<file path="src/rtl/encoder_pkg.sv">
// Shared types and constants for the rotary-encoder front end.
// Phase names, direction codes and Gray-code move classification.
package encoder_pkg;

  localparam int DEF_FILTER_WIDTH = 11;

  localparam logic DIR_CW  = 1'b1;
  localparam logic DIR_CCW = 1'b0;

  typedef enum logic [1:0] {
    PH_00 = 2'b00,
    PH_01 = 2'b01,
    PH_10 = 2'b10,
    PH_11 = 2'b11
  } phase_t;

  typedef enum logic [1:0] {
    MV_HOLD,
    MV_CW,
    MV_CCW,
    MV_BAD
  } move_t;

  // Position of a phase along the CW cycle 11 -> 10 -> 00 -> 01.
  function automatic logic [1:0] gray_pos(input logic [1:0] p);
    case (p)
      PH_11:   gray_pos = 2'd0;
      PH_10:   gray_pos = 2'd1;
      PH_00:   gray_pos = 2'd2;
      default: gray_pos = 2'd3;
    endcase
  endfunction

  // Distance two along the cycle means both pins moved at once.
  function automatic move_t classify(
    input logic [1:0] from,
    input logic [1:0] to
  );
    logic [1:0] d;
    d = gray_pos(to) - gray_pos(from);
    case (d)
      2'd0:    classify = MV_HOLD;
      2'd1:    classify = MV_CW;
      2'd3:    classify = MV_CCW;
      default: classify = MV_BAD;
    endcase
  endfunction

endpackage

</file>
<file path="src/rtl/quadrature_step_filter_if.sv">
// Pin/result bundle of the quadrature step filter.
// slave: a, b, err_clr in; step, dir, err, phase out. master: mirror.
interface quadrature_step_filter_if;
  logic       a;
  logic       b;
  logic       err_clr;
  logic       step;
  logic       dir;
  logic       err;
  logic [1:0] phase;

  modport master (
    output a, b, err_clr,
    input  step, dir, err, phase
  );

  modport slave (
    input  a, b, err_clr,
    output step, dir, err, phase
  );
endinterface

</file>
<file path="src/rtl/input_filter.sv">
// One encoder channel: synchroniser chain followed by debounce counter.
// Ports: clk, rst_n, raw (async pin) in; filt (clean level) out.
module input_filter #(
  parameter int SYNC_STAGES  = 2,
  parameter int FILTER_WIDTH = 11
) (
  input  logic clk,
  input  logic rst_n,
  input  logic raw,
  output logic filt
);

  logic [SYNC_STAGES-1:0]  sync_q;
  logic [FILTER_WIDTH-1:0] cnt;
  logic                    synced;

  assign synced = sync_q[SYNC_STAGES-1];

  // Any return to the filtered level wipes the count, so short
  // bounces never accumulate toward a toggle.
  always_ff @(posedge clk or negedge rst_n) begin
    if (!rst_n) begin
      sync_q <= '1;
      filt   <= 1'b1;
      cnt    <= '0;
    end else begin
      sync_q <= {sync_q[SYNC_STAGES-2:0], raw};
      if (synced == filt) begin
        cnt <= '0;
      end else if (&cnt) begin
        filt <= ~filt;
        cnt  <= '0;
      end else begin
        cnt <= cnt + 1'b1;
      end
    end
  end

endmodule

</file>
<file path="src/rtl/quadrature_step_filter.sv">
// Encoder front end: filtered A/B to detent step pulses, dir and err.
// Ports: clk, rst_n; bus (slave): a, b, err_clr in; step, dir, err, phase out.
module quadrature_step_filter
  import encoder_pkg::*;
#(
  parameter int SYNC_STAGES    = 2,
  parameter int FILTER_WIDTH   = DEF_FILTER_WIDTH,
  parameter int EDGES_PER_STEP = 4
) (
  input logic                      clk,
  input logic                      rst_n,
  quadrature_step_filter_if.slave  bus
);

  localparam logic signed [2:0] ACC_MAX = 3'(EDGES_PER_STEP - 1);
  localparam logic signed [2:0] ACC_MIN = -ACC_MAX;

  logic              fa;
  logic              fb;
  logic [1:0]        pair;
  move_t             mv;
  phase_t            phase_q;
  logic signed [2:0] acc;
  logic              step_q;
  logic              dir_q;
  logic              err_q;

  input_filter #(
    .SYNC_STAGES  (SYNC_STAGES),
    .FILTER_WIDTH (FILTER_WIDTH)
  ) u_fa (
    .clk   (clk),
    .rst_n (rst_n),
    .raw   (bus.a),
    .filt  (fa)
  );

  input_filter #(
    .SYNC_STAGES  (SYNC_STAGES),
    .FILTER_WIDTH (FILTER_WIDTH)
  ) u_fb (
    .clk   (clk),
    .rst_n (rst_n),
    .raw   (bus.b),
    .filt  (fb)
  );

  assign pair = {fa, fb};

  always_comb begin
    mv = classify(phase_q, pair);
  end

  // phase always follows the filtered pair, so after an illegal
  // jump the tracker restarts from wherever the pins now sit.
  always_ff @(posedge clk or negedge rst_n) begin
    if (!rst_n) begin
      phase_q <= PH_11;
      acc     <= '0;
      step_q  <= 1'b0;
      dir_q   <= DIR_CCW;
      err_q   <= 1'b0;
    end else begin
      phase_q <= phase_t'(pair);
      step_q  <= 1'b0;
      unique case (mv)
        MV_HOLD: ;
        MV_CW: begin
          if (acc == ACC_MAX) begin
            step_q <= 1'b1;
            dir_q  <= DIR_CW;
            acc    <= '0;
          end else begin
            acc <= acc + 3'sd1;
          end
        end
        MV_CCW: begin
          if (acc == ACC_MIN) begin
            step_q <= 1'b1;
            dir_q  <= DIR_CCW;
            acc    <= '0;
          end else begin
            acc <= acc - 3'sd1;
          end
        end
        MV_BAD: acc <= '0;
      endcase
      if (mv == MV_BAD) begin
        err_q <= 1'b1;
      end else if (bus.err_clr) begin
        err_q <= 1'b0;
      end
    end
  end

  assign bus.step  = step_q;
  assign bus.dir   = dir_q;
  assign bus.err   = err_q;
  assign bus.phase = phase_q;

endmodule

</file>
<file path="src/flat_wrapper.sv">
// flat-port wrapper written by rule: the top's interface ports become plain ports
module quadrature_step_filter_flat import encoder_pkg::*;
#(
  parameter int SYNC_STAGES    = 2,
  parameter int FILTER_WIDTH   = DEF_FILTER_WIDTH,
  parameter int EDGES_PER_STEP = 4
)
  (clk, rst_n, bus_a, bus_b, bus_err_clr, bus_step, bus_dir, bus_err, bus_phase);
  quadrature_step_filter_if bus_i ();
  input logic clk;
  input logic rst_n;
  input wire logic [$bits(bus_i.a)-1:0] bus_a;
  input wire logic [$bits(bus_i.b)-1:0] bus_b;
  input wire logic [$bits(bus_i.err_clr)-1:0] bus_err_clr;
  output wire logic [$bits(bus_i.step)-1:0] bus_step;
  output wire logic [$bits(bus_i.dir)-1:0] bus_dir;
  output wire logic [$bits(bus_i.err)-1:0] bus_err;
  output wire logic [$bits(bus_i.phase)-1:0] bus_phase;
  assign bus_i.a = bus_a;
  assign bus_i.b = bus_b;
  assign bus_i.err_clr = bus_err_clr;
  assign bus_step = bus_i.step;
  assign bus_dir = bus_i.dir;
  assign bus_err = bus_i.err;
  assign bus_phase = bus_i.phase;
  quadrature_step_filter #(.SYNC_STAGES(SYNC_STAGES), .FILTER_WIDTH(FILTER_WIDTH), .EDGES_PER_STEP(EDGES_PER_STEP)) u_core (.clk(clk), .rst_n(rst_n), .bus(bus_i));
endmodule
</file>
<file path="config.mk">
export PLATFORM = sky130hd
export DESIGN_NAME = quadrature_step_filter_flat
export DESIGN_NICKNAME = d
export VERILOG_FILES = /design/src/rtl/encoder_pkg.sv /design/src/rtl/quadrature_step_filter_if.sv /design/src/rtl/input_filter.sv /design/src/rtl/quadrature_step_filter.sv /design/src/flat_wrapper.sv
export SDC_FILE = /design/constraint.sdc
export NUM_CORES = 1
export LEC_CHECK = 0
export CORE_MARGIN = 3
export CORE_UTILIZATION = 34
export CTS_CLUSTER_SIZE = 30
export DETAILED_ROUTE_END_ITERATION = 8
export PLACE_DENSITY = 0.57
export SLEW_MARGIN = 20
export SYNTH_ARGS = -nofsm -noshare
export SYNTH_HDL_FRONTEND = slang
export SYNTH_SLANG_ARGS = --single-unit
</file>
<file path="constraint.sdc">
create_clock -name clk -period 2.2 [get_ports clk]
set_input_delay 0.44 -clock clk [delete_from_list [all_inputs] [get_ports clk]]
set_output_delay 0.44 -clock clk [all_outputs]
set_load 0.02 [all_outputs]
</file>
Word level (Yosys, flattened, before mapping)

Index checks and enable logic that the tools add are counted.

Register bits after elaboration: 36
Latch bits: 0
Bits in writable memories: 0
Bits in read-only memories: 0
Input port bits: 5
Output and inout port bits: 5
Memories kept: 0

Add/sub/neg operators: 5
$mul: 0
Div/mod/pow operators: 0
$lt $le $gt $ge: 0
Equality and inequality tests: 15
Shifts and indexed selects: 0
Multiplexer cells: 18
Bitwise gates (word level): 4
Reduce and logical (&&, ||, !) cells: 11

Operators with widths:

| operator                                                            | number |
|---|---|
| 11-bit two-way mux                                                  | 4 |
| 12-bit AND reduction                                                | 2 |
| 11-bit by 1-bit adder with 11-bit output (second input constant)    | 2 |
| 11-bit AND reduction                                                | 2 |
| 2-bit one-hot mux with 3 select lines                               | 3 |
| 2-bit == test (second input constant)                               | 7 |
| 3-bit one-hot mux with 3 select lines                               | 1 |
| 3-bit == test (second input constant)                               | 2 |
| 2-bit zero test                                                     | 3 |
| 1-bit two-way mux                                                   | 6 |
| 3-bit two-way mux                                                   | 2 |
| 2-bit by 1-bit == test with 1-bit output (second input constant)    | 2 |
| 2-bit by 1-bit != test with 1-bit output (second input constant)    | 2 |
| 1-bit inverter                                                      | 4 |
| 1-bit one-hot mux with 2 select lines                               | 2 |
| 2-bit nonzero test                                                  | 2 |
| 3-bit by 2-bit adder with 3-bit output (second input constant)      | 1 |
| 3-bit AND reduction                                                 | 1 |
| 3-bit nonzero test                                                  | 1 |
| 3-bit by 2-bit subtractor with 3-bit output (second input constant) | 1 |
| 1-bit == test                                                       | 2 |
| 2-bit subtractor                                                    | 1 |

Longest topological paths before layout

Word-level depth: 8
Depth in mapped cells: 8

Cells and area by module

A second synthesis with hierarchy kept.

Cells, all modules: 164
Area total of the unflattened synthesis: 1756.7 µm²

By module, submodules not included:

| module                 | instances | cells an instance | area each (µm²) | sequential area each (µm²) |
|---|---|---|---|---|
| input_filter           | 2         | 57                | 633.1           | 354.1 |
| quadrature_step_filter | 1         | 50                | 490.5           | 202.7 |

Worst setup path before layout

No wires, ideal clock.

Kind: reg-to-reg
Start point: register u_core.phase_q[0], in the netlist u_core.bus.phase[0]
End point: register u_core.acc[0]
Setup time: 126 ps
Arrival time: 1818 ps
Data required time: 2074 ps
Setup slack: 256 ps
Stages on the path, launching flop included: 7
Cells stage by stage: dfstp_2 inv_1 ha_1 ha_1 xnor3_2 mux2i_1 o31ai_1

Longest elaborated chain between the ends: 7
Elaborated cells on any way between the ends: 14

RTL lines:

| what                                                                        | RTL line                     | RTL |
|---|---|---|
| start: declaration                                                          | quadrature_step_filter.sv:22 | `phase_t phase_q;` |
| start signal: assignment                                                    | quadrature_step_filter.sv:64 | `phase_q <= phase_t'(pair);` |
| 2-bit == test or 2-bit zero test (tied branches)                            | encoder_pkg.sv:26            | `case (p)` |
| 2-bit one-hot mux with 3 select lines *                                     | encoder_pkg.sv:26            |  |
| 2-bit subtractor *                                                          | encoder_pkg.sv:40            | `d = gray_pos(to) - gray_pos(from);` |
| 2-bit == test, or another cell as far along                                 | encoder_pkg.sv:41            | `case (d)` |
| 2-bit one-hot mux with 3 select lines *                                     | encoder_pkg.sv:41            |  |
| 2-bit == test or 2-bit by 1-bit == test with 1-bit output (tied branches)   | quadrature_step_filter.sv:66 | `unique case (mv)` |
| 3-bit one-hot mux with 3 select lines or 3-bit nonzero test (tied branches) | -                            |  |
| end signal: assignment                                                      | quadrature_step_filter.sv:74 | `acc <= acc + 3'sd1;` |
| end signal: assignment                                                      | quadrature_step_filter.sv:83 | `acc <= acc - 3'sd1;` |
| end: declaration                                                            | quadrature_step_filter.sv:23 | `logic signed [2:0] acc;` |

Every way passes the cells marked *; elsewhere a longest branch is shown, timed or not.
A chain may end at the register's enable or synchronous reset.

Final worst setup path

Start point: register u_core.phase_q[0], in the netlist u_core.bus.phase[0]
End point: output port bus_phase[0]

RTL lines:

| what             | RTL line           | RTL |
|---|---|---|
| end: declaration | flat_wrapper.sv:18 | `output wire logic [$bits(bus_i.phase)-1:0] bus_phase;` |

No word-level cell between the ends.

==> run_summary.xml <==
<?xml version="1.0" encoding="UTF-8"?>
<metrics>
  <group name="clock_tree">
    <metric name="clk_pin_slew_worst_paths" unit="ns">0.08</metric>
    <metric name="cts_tree" unit="">done</metric>
    <metric name="count_of_clock_tree_sinks" unit="">36</metric>
    <metric name="root_buffer" unit="">clkbuf_8</metric>
    <metric name="clkLatencyLatePin" unit="ns">0.29</metric>
    <metric name="htreeDepth" unit="">2</metric>
    <metric name="numCtsBuffers" unit="">5</metric>
    <metric name="ctsHoldBuffers" unit="">0</metric>
    <metric name="cts_buffer_depth" unit="">2</metric>
  </group>
  <group name="route">
    <metric name="number_of_iterations_in_the_first_detailed_routing_pass" unit="">4</metric>
    <metric name="route.detailed.vias_per_inst" unit="">4.50</metric>
    <metric name="drc" unit="">0</metric>
    <metric name="wl" unit="µm">2790</metric>
    <metric name="num_vias" unit="">1126</metric>
    <metric name="antenna_violating_nets_post_route" unit="">0</metric>
    <metric name="route.detailed.wl_per_inst" unit="µm">11.2</metric>
    <metric name="dr.first_iter.drc_count" unit="">87</metric>
  </group>
  <group name="synth">
    <metric name="ys.flop_type" unit="">dfrtp_1</metric>
    <metric name="synthSimpleGateAreaFrac" unit="%">19.7</metric>
    <metric name="synthArstFlopShare" unit="%">100</metric>
    <metric name="synth_cell_type_count" unit="">28</metric>
    <metric name="synthXorXnorAreaFrac" unit="%">11.2</metric>
    <metric name="synth_top_family_by_area" unit="">simple AND/OR/NAND/NOR gates</metric>
    <metric name="synthCells" unit="">168</metric>
    <metric name="post_syn_area" unit="µm²">1700</metric>
    <metric name="yosys_register_bits" unit="">36</metric>
    <metric name="synth_compound_gate_area_share" unit="%">3.83</metric>
    <metric name="yosysSeqAreaShare" unit="%">53.6</metric>
    <metric name="yosys.area.top_type" unit="">dfrtp_1</metric>
    <metric name="syn-num-nets" unit="">183</metric>
    <metric name="synth_top_cells_by_count" unit="">dfrtp_1 (28), nor2_1 (28), xnor2_1 (15), inv_1 (14), nand3_1 (12)</metric>
    <metric name="yosysTopAreaCellShare" unit="%">41.3</metric>
    <metric name="syn_area_per_cell" unit="µm²">10.1</metric>
    <metric name="synthMuxAreaShare" unit="%">0.590</metric>
    <metric name="yosysWarnings" unit="">0</metric>
    <metric name="yosys-top-cells-area" unit="">dfrtp_1 (41%), dfstp_2 (12%), xnor2_1 (7.7%), ha_1 (7.4%), nor2_1 (6.2%)</metric>
    <metric name="synth_enable_flop_cells" unit="">0</metric>
    <metric name="synth_adder_area_share" unit="%">7.37</metric>
  </group>
  <group name="power">
    <metric name="vdd.ir_drop.worst" unit="µV">302</metric>
    <metric name="power_density" unit="nW/µm²">661</metric>
    <metric name="total_leakage_power" unit="nW">0.804</metric>
  </group>
  <group name="floorplan">
    <metric name="floorplan.core_area" unit="µm²">4790</metric>
    <metric name="initial_core_util" unit="%">35.5</metric>
    <metric name="design.die.area" unit="µm²">5880</metric>
    <metric name="fp.dieW" unit="µm">76.7</metric>
    <metric name="die_height" unit="µm">76.7</metric>
    <metric name="number_of_rows_created_at_floorplan" unit="">25</metric>
    <metric name="top_level_ports" unit="">10</metric>
  </group>
  <group name="hold_path">
    <metric name="worst_hold_check_path_type" unit="">primary input to async pin</metric>
  </group>
  <group name="finish">
    <metric name="syn_to_final_growth" unit="%">15.8</metric>
    <metric name="diode_insertion_count_for_antenna_repair" unit="">0</metric>
    <metric name="finish.net_count" unit="">197</metric>
    <metric name="post_route_cells_drive_above_1_share" unit="%">10.9</metric>
    <metric name="design_area" unit="µm²">1970</metric>
    <metric name="filler_cell_count" unit="">477</metric>
    <metric name="layout.area.seq" unit="µm²">911</metric>
    <metric name="multi_input_logic_area" unit="µm²">726</metric>
  </group>
  <group name="outcome">
    <metric name="status" unit="">completed</metric>
  </group>
  <group name="global_routing">
    <metric name="grt_first_pass_wirelength" unit="µm">5230</metric>
    <metric name="grt_overflow_total" unit="">0</metric>
    <metric name="grt_antenna_before_repair" unit="">0</metric>
    <metric name="grt_pass1_vias" unit="">1138</metric>
    <metric name="grt_use_total" unit="%">11.3</metric>
    <metric name="grt_max_degree" unit="">37</metric>
  </group>
  <group name="critical_path">
    <metric name="timing.critical_path.to_type" unit="">output port</metric>
    <metric name="worstPathMaxFanout" unit="">3</metric>
    <metric name="critPathMaxStageDelay" unit="ns">0.61</metric>
    <metric name="setup.worst_path.start_class" unit="">flip-flop</metric>
    <metric name="cp_cell_sequence" unit="">clkdlybuf4s50_1</metric>
    <metric name="critPathKind" unit="">flip-flop to output port</metric>
    <metric name="critical_path.top_delay_family" unit="">buffers and inverters</metric>
    <metric name="timing.critical_path.required" unit="ns">1.76</metric>
    <metric name="critical-path-slowest-cell" unit="">clkdlybuf4s50_1</metric>
    <metric name="timing.critical_path.arrival" unit="ns">1.44</metric>
    <metric name="worst-path-buf-inv" unit="">1</metric>
  </group>
  <group name="placed_design">
    <metric name="dpl-instance-area" unit="µm²">1860</metric>
    <metric name="dp_hpwl" unit="µm">1960</metric>
    <metric name="placement.io_buffers" unit="">9</metric>
    <metric name="final_wtd_congestion" unit="">0.763</metric>
  </group>
  <group name="timing">
    <metric name="report.final.setup_viol" unit="">0</metric>
    <metric name="grt_setup_unrepaired" unit="">no</metric>
    <metric name="layout_min_cycle_time" unit="ns">1.88</metric>
    <metric name="relSlewSlack" unit="%">47.6</metric>
    <metric name="final-max-slew-violation-count" unit="">0</metric>
    <metric name="tns" unit="ns">0</metric>
    <metric name="hold_viol_final" unit="">0</metric>
    <metric name="tightest_slew" unit="ns">0.785</metric>
    <metric name="layout_worst_path_cycle_share" unit="%">85.4</metric>
    <metric name="maxClockFrequency" unit="MHz">532</metric>
    <metric name="clock-skew-final" unit="ns">0.0106</metric>
  </group>
  <group name="run">
    <metric name="cap_violations" unit="">0</metric>
  </group>
</metrics>
==> through the flow <==
step	utilization (%)	instances	worst slack, ns	hold WS [ns]	total power, mW
after floorplan	-	168	0.256	0.144	0.720
after global placement	38.8	242	0.218	0.347	0.745
after detailed placement	38.8	242	0.183	0.348	0.745
after CTS	41.1	250	0.158	0.268	1.32
after global routing	41.1	250	0.106	0.304	1.36
final	41.1	250	0.321	0.233	1.30
==> path summary, 6_finish.rpt <==
check | start | to | slack, ns | depth (start not counted)
hold / removal | rst_n | u_core.u_fa.cnt[8]$_DFF_PN0_ | 0.23 | 1
setup / recovery | u_core.bus.phase[0]$_DFF_PN1_ | bus_phase[0] | 0.32 | 1
setup reg to reg | u_core.u_fb.filt$_DFFE_PN1P_ | u_core.acc[0]$_DFFE_PN0P_ | 0.32 | 7
min in group clk | u_core.u_fa.sync_q[0]$_DFF_PN1_ | u_core.u_fa.sync_q[1]$_DFF_PN1_ | 0.36 | 0
hold reg to reg | u_core.u_fa.sync_q[0]$_DFF_PN1_ | u_core.u_fa.sync_q[1]$_DFF_PN1_ | 0.36 | 0
max in group asynchronous | rst_n | u_core.u_fb.cnt[6]$_DFF_PN0_ | 1.47 | 1
==> cell type report <==
cell class / instances / area share (%)
clock buffers: 6 / 3.69
flip-flops and latches: 36 / 46.3
multi-input cells: 116 / 36.9
inverters: 14 / 2.67
clock inverters: 2 / 1.78
well taps: 67 / 4.26
repair buffers: 9 / 4.33
==> cell usage in the layout (no fill, tap or decap), drive strengths merged, types with 2 or more instances in the layout <==
cell	netlist	final
xnor2	15	15
nand2	10	10
clkdlybuf4s50	0	8
nor3	10	10
inv	14	14
dfstp	8	8
xor2	4	4
dfrtp	28	28
a21oi	2	2
or2	2	2
nand3	12	12
nand4	4	4
clkbuf	1	6
nor2	29	29
ha	10	10
o21ai	7	7
==> cells by family after synthesis <==
group | Yosys count
buf+inv | 16
fa+ha+maj | 10
mux | 1
flops | 36
simple gates | 73
xor+xnor | 20
compound gates | 12
==> timing repair <==
| action | in CTS | in global routing |
|---|---|---|
| endpoints found under the hold margin | 0 | 0 |
| gates resized for setup | 0 | 0 |
| setup endpoints to repair | 0 | 2 |
| buffers inserted | 0 | 0 |
==> flip-flops by register name (all words and copies together) (netlist names) <==
| register | flops |
|---|---|
| u_core.u_fb.filt | 1 |
| u_core.u_fa.cnt | 11 |
| u_core.u_fa.sync_q | 2 |
| u_core.u_fa.filt | 1 |
| u_core.bus.dir | 1 |
| u_core.acc | 3 |
| u_core.u_fb.sync_q | 2 |
| u_core.bus.err | 1 |
| u_core.bus.phase | 2 |
| u_core.bus.step | 1 |
| u_core.u_fb.cnt | 11 |
==> per-layer routing <==
metal	vias up	global-route usage, %	share of wire, %
met5	-	0	0
met4	0	5.98	2.3
met3	7	3.40	3.2
met2	13	16.8	46
met1	533	14.7	49
li1	573	-	-
==> report_power, final <==
| group | switching [mW] | leakage (nW) | internal [mW] |
|---|---|---|---|
| registers | 0.00953 | 0.469 | 0.678 |
| clock network | 0.232 | 0.0552 | 0.336 |
| logic | 0.0277 | 0.279 | 0.0160 |
No activity file was read; power rests on OpenSTA's default activity.
